## src/rtl/imm_ext_pkg.sv

```systemverilog
// -----------------------------------------------------------------------------
// imm_ext_pkg
// Shared types for the immediate-extender pipeline stage.
//   imm_mode_e  : extension mode carried alongside each immediate
//                 (SIGN, ZERO, UPPER for LUI placement, BOFS for branch offsets).
//   occ_state_e : occupancy of the two-entry output buffer. This is also the
//                 FSM state of imm_ext_pipe.
// No ports; the other files bring it in with import imm_ext_pkg::*.
// -----------------------------------------------------------------------------
package imm_ext_pkg;

  typedef enum logic [1:0] {
    MODE_SIGN  = 2'b00,
    MODE_ZERO  = 2'b01,
    MODE_UPPER = 2'b10,
    MODE_BOFS  = 2'b11
  } imm_mode_e;

  typedef enum logic [1:0] {
    ST_EMPTY = 2'b00,
    ST_ONE   = 2'b01,
    ST_FULL  = 2'b10
  } occ_state_e;

  localparam int CNT_W = 32;

endpackage

```

## src/rtl/imm_ext_if.sv

```systemverilog
// -----------------------------------------------------------------------------
// imm_ext_if
// Bundles the input and output handshakes of the immediate-extender stage.
//   in_valid/in_ready/in_imm/in_mode : decode -> stage
//   out_valid/out_ready/out_data     : stage -> execute
// Modports:
//   slave  : the pipeline stage (consumes the in channel, produces the out channel)
//   master : the surrounding logic, i.e. the producer plus the consumer
//
// Handshake rules, the same on both channels: a transfer happens on a rising
// clk edge where valid and ready are both 1. Once valid is raised it stays
// high, and the payload stays unchanged, until that transfer. ready may change
// in any cycle and does not depend combinationally on valid.
// -----------------------------------------------------------------------------
interface imm_ext_if #(
  parameter int IN_W  = 16,
  parameter int OUT_W = 32
);
  logic             in_valid;
  logic             in_ready;
  logic [IN_W-1:0]  in_imm;
  logic [1:0]       in_mode;
  logic             out_valid;
  logic             out_ready;
  logic [OUT_W-1:0] out_data;

  modport slave (
    input  in_valid, in_imm, in_mode, out_ready,
    output in_ready, out_valid, out_data
  );

  modport master (
    output in_valid, in_imm, in_mode, out_ready,
    input  in_ready, out_valid, out_data
  );
endinterface

```

## src/rtl/imm_ext_func.sv

```systemverilog
// -----------------------------------------------------------------------------
// imm_ext_func
// Purely combinational immediate extender.
//   imm  [IN_W]  : raw immediate field
//   mode [2]     : imm_mode_e encoding
//   ext  [OUT_W] : extended result
// SIGN  : sign-extend to OUT_W.
// ZERO  : zero-extend to OUT_W.
// UPPER : imm in the top IN_W bits, zeros below. The concatenation is exactly
//         OUT_W wide, so the result is always the top OUT_W bits.
// BOFS  : SIGN result shifted left by 2. The two MSBs shifted out are dropped.
// -----------------------------------------------------------------------------
module imm_ext_func
  import imm_ext_pkg::*;
#(
  parameter int IN_W  = 16,
  parameter int OUT_W = 32
) (
  input  logic [IN_W-1:0]  imm,
  input  logic [1:0]       mode,
  output logic [OUT_W-1:0] ext
);

  logic [OUT_W-1:0] sign_ext;
  logic [OUT_W-1:0] zero_ext;
  logic [OUT_W-1:0] upper_ext;

  assign sign_ext  = {{(OUT_W-IN_W){imm[IN_W-1]}}, imm};
  assign zero_ext  = {{(OUT_W-IN_W){1'b0}}, imm};
  assign upper_ext = {imm, {(OUT_W-IN_W){1'b0}}};

  always_comb begin
    ext = sign_ext;
    case (imm_mode_e'(mode))
      MODE_SIGN:  ext = sign_ext;
      MODE_ZERO:  ext = zero_ext;
      MODE_UPPER: ext = upper_ext;
      MODE_BOFS:  ext = sign_ext << 2;
      default:    ext = sign_ext;
    endcase
  end

endmodule

```

## src/rtl/imm_ext_pipe.sv

```systemverilog
// -----------------------------------------------------------------------------
// imm_ext_pipe
// One registered pipeline stage that extends the decode immediate for the ALU
// B-mux and the branch adder. A two-entry skid buffer (main_q and skid_q) lets
// in_ready come straight from a flop while still sustaining one transfer per
// cycle under back-pressure.
// Ports:
//   clk       : single clock, rising edge
//   rst_n     : synchronous, active-low reset
//   bus       : imm_ext_if.slave (in_valid/in_ready/in_imm/in_mode,
//               out_valid/out_ready/out_data)
//   xfer_cnt  : 32-bit count of output transfers, wraps; only present when
//               IMM_EXT_CNT_EN is defined
//   dbg_state : current buffer occupancy (FSM state)
// Optional feature macro: IMM_EXT_CNT_EN.
// Parameters: IN_W (immediate width), OUT_W (result width, must be >= IN_W+2).
// -----------------------------------------------------------------------------
module imm_ext_pipe
  import imm_ext_pkg::*;
#(
  parameter int IN_W  = 16,
  parameter int OUT_W = 32
) (
  input  logic             clk,
  input  logic             rst_n,
  imm_ext_if.slave         bus,
`ifdef IMM_EXT_CNT_EN
  output logic [CNT_W-1:0] xfer_cnt,
`endif
  output occ_state_e       dbg_state
);

  // BOFS needs two bits of headroom above the sign-extended immediate.
  generate
    if (OUT_W < IN_W + 2) begin : g_bad_width
      $error("imm_ext_pipe: OUT_W must be at least IN_W+2");
    end
  endgenerate

  occ_state_e       state_q;
  logic             in_ready_q;
  logic [OUT_W-1:0] main_q;
  logic [OUT_W-1:0] skid_q;
  logic [OUT_W-1:0] ext;
  logic             out_valid;
  logic             in_fire;
  logic             out_fire;

  // The immediate is extended on the way in, so both buffer entries hold
  // final results and in_mode only matters in the cycle of an input transfer.
  imm_ext_func #(
    .IN_W  (IN_W),
    .OUT_W (OUT_W)
  ) u_func (
    .imm  (bus.in_imm),
    .mode (bus.in_mode),
    .ext  (ext)
  );

  assign out_valid     = (state_q != ST_EMPTY);
  assign in_fire       = bus.in_valid & in_ready_q;
  assign out_fire      = out_valid & bus.out_ready;
  assign bus.in_ready  = in_ready_q;
  assign bus.out_valid = out_valid;
  assign bus.out_data  = main_q;
  assign dbg_state     = state_q;

  // in_ready_q always gets the ready value implied by the state being entered,
  // so it is 0 exactly while the buffer is FULL. After reset it comes back
  // from EMPTY on the first edge with rst_n high.
  always_ff @(posedge clk) begin
    if (!rst_n) begin
      state_q    <= ST_EMPTY;
      in_ready_q <= 1'b0;
      main_q     <= '0;
      skid_q     <= '0;
    end else begin
      case (state_q)
        ST_EMPTY: begin
          in_ready_q <= 1'b1;
          if (in_fire) begin
            main_q  <= ext;
            state_q <= ST_ONE;
          end
        end
        ST_ONE: begin
          if (in_fire && out_fire) begin
            main_q     <= ext;
            in_ready_q <= 1'b1;
          end else if (in_fire) begin
            // The consumer stalled, so the new entry waits behind main_q.
            skid_q     <= ext;
            state_q    <= ST_FULL;
            in_ready_q <= 1'b0;
          end else if (out_fire) begin
            state_q    <= ST_EMPTY;
            in_ready_q <= 1'b1;
          end else begin
            in_ready_q <= 1'b1;
          end
        end
        ST_FULL: begin
          if (out_fire) begin
            main_q     <= skid_q;
            state_q    <= ST_ONE;
            in_ready_q <= 1'b1;
          end else begin
            in_ready_q <= 1'b0;
          end
        end
        default: begin
          state_q    <= ST_EMPTY;
          in_ready_q <= 1'b0;
        end
      endcase
    end
  end

`ifdef IMM_EXT_CNT_EN
  // Wraps naturally from all-ones to zero.
  always_ff @(posedge clk) begin
    if (!rst_n) begin
      xfer_cnt <= '0;
    end else if (out_fire) begin
      xfer_cnt <= xfer_cnt + 32'd1;
    end
  end
`endif

endmodule
```

## src/flat_wrapper.sv

```systemverilog
// flat-port wrapper written by rule: the top's interface ports become plain ports
module imm_ext_pipe_flat import imm_ext_pkg::*;
#(
  parameter int IN_W  = 16,
  parameter int OUT_W = 32
)
  (clk, rst_n, dbg_state, bus_in_valid, bus_in_imm, bus_in_mode, bus_out_ready, bus_in_ready, bus_out_valid, bus_out_data);
  imm_ext_if #(.IN_W(IN_W), .OUT_W(OUT_W)) bus_i ();
  input  logic clk;
  input  logic rst_n;
  output occ_state_e dbg_state;
  input wire logic [$bits(bus_i.in_valid)-1:0] bus_in_valid;
  input wire logic [$bits(bus_i.in_imm)-1:0] bus_in_imm;
  input wire logic [$bits(bus_i.in_mode)-1:0] bus_in_mode;
  input wire logic [$bits(bus_i.out_ready)-1:0] bus_out_ready;
  output wire logic [$bits(bus_i.in_ready)-1:0] bus_in_ready;
  output wire logic [$bits(bus_i.out_valid)-1:0] bus_out_valid;
  output wire logic [$bits(bus_i.out_data)-1:0] bus_out_data;
  assign bus_i.in_valid = bus_in_valid;
  assign bus_i.in_imm = bus_in_imm;
  assign bus_i.in_mode = bus_in_mode;
  assign bus_i.out_ready = bus_out_ready;
  assign bus_in_ready = bus_i.in_ready;
  assign bus_out_valid = bus_i.out_valid;
  assign bus_out_data = bus_i.out_data;
  imm_ext_pipe #(.IN_W(IN_W), .OUT_W(OUT_W)) u_core (.clk(clk), .rst_n(rst_n), .bus(bus_i), .dbg_state(dbg_state));
endmodule
```

## config.mk

```make
export PLATFORM = sky130hd
export DESIGN_NAME = imm_ext_pipe_flat
export DESIGN_NICKNAME = d
export VERILOG_FILES = /design/src/rtl/imm_ext_pkg.sv /design/src/rtl/imm_ext_if.sv /design/src/rtl/imm_ext_func.sv /design/src/rtl/imm_ext_pipe.sv /design/src/flat_wrapper.sv
export SDC_FILE = /design/constraint.sdc
export NUM_CORES = 1
export LEC_CHECK = 0
export CELL_PAD_IN_SITES_DETAIL_PLACEMENT = 0
export CELL_PAD_IN_SITES_GLOBAL_PLACEMENT = 1
export CORE_MARGIN = 2
export CORE_UTILIZATION = 38
export CTS_CLUSTER_DIAMETER = 80
export DETAILED_ROUTE_END_ITERATION = 12
export GPL_ROUTABILITY_DRIVEN = 0
export PLACE_DENSITY = 0.82
export SKIP_LAST_GASP = 1
export SLEW_MARGIN = 20
export SYNTH_ARGS = -nofsm -noshare
export SYNTH_HDL_FRONTEND = slang
export SYNTH_SLANG_ARGS = --single-unit
```

## constraint.sdc

```tcl
create_clock -name clk -period 2 [get_ports clk]
set_input_delay 0.2 -clock clk [delete_from_list [all_inputs] [get_ports clk]]
set_output_delay 0.2 -clock clk [all_outputs]
set_load 0.01 [all_outputs]
```

* Word level (Yosys, flattened, before mapping)
Cells that the tools add are included.
** Word-level totals
- Bits in read-only memories :: 0
- Bits of input ports :: 22
- Flip-flop bits (word level) :: 67
- Memories kept :: 0
- Word-level logic and storage cells :: 40
- Latch bits :: 0
- RAM bits :: 0
** Cells by class
- $lt $le $gt $ge :: 0
- $mul :: 0
- Shifts and indexed selects :: 0
- Eq/ne operators :: 10
- Reduce and logical (&&, ||, !) cells :: 8
- Bitwise operators :: 3
- Multiplexer cells :: 15
- Add/subtract/negate cells :: 0
- Divide/modulo/power cells :: 0
** Operators by type and width (count)
- 32-bit case mux with 4 select lines :: 1
- 32-bit two-way mux :: 3
- 32-bit case mux with 3 select lines :: 1
- 2-bit two-way mux :: 5
- 4-bit AND reduction :: 2
- 2-bit == test (second input constant) :: 3
- 2-bit by 1-bit inequality test with 1-bit output (second input constant) :: 3
- 2-bit case mux with 3 select lines :: 1
- 2-bit by 1-bit == test with 1-bit output (second input constant) :: 2
- 2-bit zero test :: 2
- 1-bit two-way mux :: 3
- 3-bit by 1-bit inequality test with 1-bit output (second input constant) :: 1
- 1-bit case mux with 3 select lines :: 1
- 3-bit AND reduction :: 1
- 3-bit nonzero test :: 1
- 1-bit AND :: 2
- 2-bit inequality test (second input constant) :: 1
- 2-bit nonzero test :: 1
- 1-bit logical AND :: 1
- 1-bit inverter :: 1

* Logic depth before layout (Yosys ltp)
- Depth in word-level cells :: 6
- Depth in mapped cells :: 7
- Mapped depth without buffers :: 4

* By module
A second synthesis with hierarchy kept.
** Second synthesis, totals
- Cell total of the unflattened synthesis :: 363
- Area, all modules :: 3233.1 um^2
** By module, submodules not included
- imm_ext_pipe :: sequential area each 1341.3 um^2, times used 1, area an instance 2721.4 um^2, cells each 303
- imm_ext_func :: sequential area each 0.0 um^2, times used 1, area an instance 511.7 um^2, cells each 60

* Least setup slack after synthesis
Ideal clock, no wire load.
- Path type :: flip-flop to flip-flop
- Start :: register u_core.state_q[1], in the netlist u_core.dbg_state[1]
- End :: register u_core.main_q[17], in the netlist u_core.bus.out_data[17]
- Path buffers :: 3
- Data required time :: 1.881 ns
- Stages on the path, launching flop included :: 8
- Data arrival time :: 1.498 ns
- Path slack :: 0.383 ns
- Library setup time :: 0.119 ns
- Path through :: dfxtp_1 > buf_4 > or2_4 > o221ai_4 > nor2_1 > buf_2 > buf_6 > o2bb2ai_1
** On the way
- Cells in the longest elaborated chain, start to end :: 5
- Elaborated cells on any way between the ends :: 12
** RTL lines
- from (decl) :: RTL line imm_ext_pipe.sv:40 : occ_state_e state_q;
- from (signal assigned) :: RTL line imm_ext_pipe.sv:73 : state_q <= ST_EMPTY;
- from (signal assigned) :: RTL line imm_ext_pipe.sv:83 : state_q <= ST_ONE;
- from (signal assigned) :: RTL line imm_ext_pipe.sv:93 : state_q <= ST_FULL;
- 2-bit nonzero test (*) :: RTL line imm_ext_pipe.sv:60 : assign out_valid = (state_q != ST_EMPTY);
- net bus_out_valid :: RTL line flat_wrapper.sv:17 : output wire logic [$bits(bus_i.out_valid)-1:0] bus_out_valid;
- 1-bit AND (*) :: RTL line imm_ext_pipe.sv:62 : assign out_fire = out_valid & bus.out_ready;
- 1-bit logical AND :: RTL line imm_ext_pipe.sv:87 : if (in_fire && out_fire) begin
- 2-bit by 1-bit inequality test with 1-bit output (no source line)
- 4-bit AND reduction (no source line) (*)
- to (signal assigned) :: RTL line imm_ext_pipe.sv:82 : main_q <= ext;
- to (signal assigned) :: RTL line imm_ext_pipe.sv:88 : main_q <= ext;
- to (signal assigned) :: RTL line imm_ext_pipe.sv:104 : main_q <= skid_q;
- to (decl) :: RTL line imm_ext_pipe.sv:42 : logic [OUT_W-1:0] main_q;
The timed path passes the listed nets; every way through them passes the cells marked *.
A chain may end at the register's enable or synchronous reset.

* Final worst setup path
- Start :: register u_core.state_q[1], in the netlist u_core.dbg_state[1]
- End :: output port bus_out_valid
** On the way
- Cells in the longest elaborated chain, start to end :: 1
** RTL lines (RTL line)
- 2-bit nonzero test :: imm_ext_pipe.sv:60
- to (decl) :: flat_wrapper.sv:17
Every way passes these cells.

==> results.cfg <==
[outcome]
status = completed

[pwr]
p_sw_uw = 787
switching_share = 0.264
clockPowerShare = 0.365
ir_drop_mv = 0.440
finalPower_mw = 2.98
p_per_area_nw_per_um2 = 767
pwr-share-comb = 0.157
p_seq_frac = 0.477
internal_power_mw = 2.20
leakagePower_nw = 1.45

[setup_path]
worstPathArrival_ns = 1.65
cp-end-kind = primary output
crit_fanout = 10
r2r-start = u_core.dbg_state[1]
critPathBufInv = 1
worstRegToRegCells = 4
critical_path.startpoint_type = flip-flop
crit_cells = 2
critPathMaxStageDelay_ns = 0.56
timing.rr.end = u_core.bus.out_data[22]
r2r_slack_ns = 0.35
worstPathCellList = or2_4 > clkdlybuf4s50_1
slowest_stage = dfxtp_1
required_ns = 1.80
crit_family = flip-flops
critical_path_class = reg2out

[yosys]
synth_area_leaders = dfxtp_1 (45%), nor2_1 (6.7%), a21oi_1 (5.9%)
synthCells = 356
syn_area_per_cell_um2 = 8.38
synth_seq_cells = 67
synth_edf_count = 0
synth-seq-area-share = 0.449
synth_top_area_frac = 0.449
synth_flop_cell = dfxtp_1
synth_cell_types = 35
synth.cell_area_um2 = 2980
yosysMostFrequentCell = dfxtp_1
yosys.area.top_type = dfxtp_1
synth_nets = 378
yosys_warnings = 0
synth.top_cells.by_count = dfxtp_1 (67), nor2_1 (53), a21oi_1 (35)
async_flop_share = 0

[floorplan]
start_util = 0.390
rows = 32
die-area_um2 = 8580
die_w_um = 92.6
io_pins = 58
dieHeight_um = 92.6
core_area_um2 = 7650

[final_layout]
drive_gt1_frac = 0.0988
final_util = 0.508
nNetsFinal = 432
n_fill_cell = 736
seqCellArea_um2 = 1340
multiInputGateArea_um2 = 1480
area_growth_pct = 30.3
n_antenna_cell = 0

[timing]
skew_ns = 0.00459
timing.setup.tns_ns = 0
clock.fmax_mhz = 541
worst_pin_slew_ns = 0.473
slew_headroom = 0.684
min_period_over_period = 0.924
rsz0062_at_grt = no
setup_viol = 0
fin_crit_ns = 1.85
setup_ws_ns = 0.151
drv_slew = 0
hold_viol_final = 0

[detailed_routing]
first_pass_iters = 4
drt_wl_total_um = 7790
via_count = 2741
avgViaCountPerCell = 5.30
post_drt_wl_per_cell_um = 15.1
drt_drc_violations_left = 0
drt_iter0_drc = 138
drtAntennaViolNets = 0

[clock_tree]
insertion_delay_ns = 0.33
cts_tree = yes
cts-resized-gates = 0
cts_buffers = 9
clock-sinks = 67
h-tree-depth = 3
cts_hold_buf = 0
clk_pin_slew_ns = 0.07
cts_buffer_depth = 2
root_buffer = clkbuf_8
cts_setup_buffers = 0

[placed_design]
dp_hpwl_um = 5530
pre_cts_ws_ns = 0.0968
io_buffers = 57

[global_routing]
grt_util_all_layers = 0.188
gr-total-overflow = 0
antenna_found_initial = 0
grt_pass1_wl_um = 12600
grt_pass1_vias = 2488
grt_start_max_net_pins = 31

[min_path]
min_from = u_core.skid_q[0]
holdPathStages = 2
min_path_type = reg2reg
hold-path-endpoint = u_core.skid_q[0]

[run]
cap_violations = 0
==> flip-flops by register name (all words and copies together), names as in the netlist <==
register             count
u_core.bus.in_ready      1
u_core.bus.out_data     32
u_core.dbg_state         2
u_core.skid_q           32
==> power by group through the flow <==
stage / registers [mW] / logic (mW) / clock network (mW)
floorplan: 1.47 / 0.231 / 0
global placement: 1.45 / 0.465 / 0
detailed placement: 1.45 / 0.470 / 0
CTS: 1.42 / 0.472 / 1.12
global route: 1.43 / 0.513 / 1.17
finish: 1.42 / 0.469 / 1.09
==> tightest hold or removal path: cells and delay by family (launching register included) <==
family / cells / cell delay [ns]
AND/OR/NAND/NOR: 1 / 0.05
flip-flops: 1 / 0.31
AO/OA/AOI/OAI: 1 / 0.05
==> through the flow <==
step | hold slack [ns] | area (µm²) | std cells
after floorplan | 0.336 | 2980 | 356
after global placement | 0.441 | 3690 | 501
after detailed placement | 0.446 | 3690 | 501
after CTS | 0.458 | 3890 | 517
after global routing | 0.488 | 3890 | 517
final | 0.456 | 3890 | 517
==> final cells by class <==
cell class | count | share of cell area
tap | 102 | 0.0328
sequential | 67 | 0.345
timing repair buffer | 76 | 0.190
clock inverter | 7 | 0.0177
multi-input combinational | 253 | 0.380
clock buffer | 9 | 0.0319
inverter | 3 | 0.00290
==> cells by family after synthesis <==
kind of cell	count (synthesis)	share of synthesized area
simple gates	120	0.186
compound gates	129	0.292
buf+inv	36	0.0583
flops	67	0.449
mux	4	0.0143
==> layout by cell type, fill, tap and decap left out, types with 2 or more instances in the layout <==
cell             instances
o21ai_0                 16
a211oi_1                18
clkbuf_8                 9
mux2_2                   2
buf_12                   2
nor2_1                  52
nand2_1                 18
clkinvlp_4               2
a22o_1                  15
clkinv_2                 3
a31oi_1                  7
clkdlybuf4s50_1         57
a21oi_1                 35
inv_1                    3
nand3_1                  3
a21boi_0                 6
nand2b_1                 9
nor2b_1                 15
o2bb2ai_1               14
o22ai_1                 14
dfxtp_1                 67
nor3_1                  14
mux2i_1                  2
buf_4                   17
==> routing by layer <==
metal  up-vias  share of wire  global-route usage
met5         -              0                   0
met4         0         0.0086              0.0625
met3         5          0.040              0.0480
met2        59           0.46               0.282
met1      1294           0.49               0.263
li1       1383              -                   -
==> worst max-delay path by stage <==
stage                                   start                 endpoint  slack [ns]
after floorplan           u_core.dbg_state[1]  u_core.bus.out_data[17]        0.38
after global routing      u_core.dbg_state[1]            bus_out_valid        0.08
final                     u_core.dbg_state[1]            bus_out_valid        0.15
after global placement           bus_in_valid        u_core.skid_q[25]        0.17
after detailed placement        bus_out_ready  u_core.bus.out_data[22]         0.1
after CTS                 u_core.dbg_state[1]            bus_out_valid        0.13
Power figures use the tool's default switching activity.
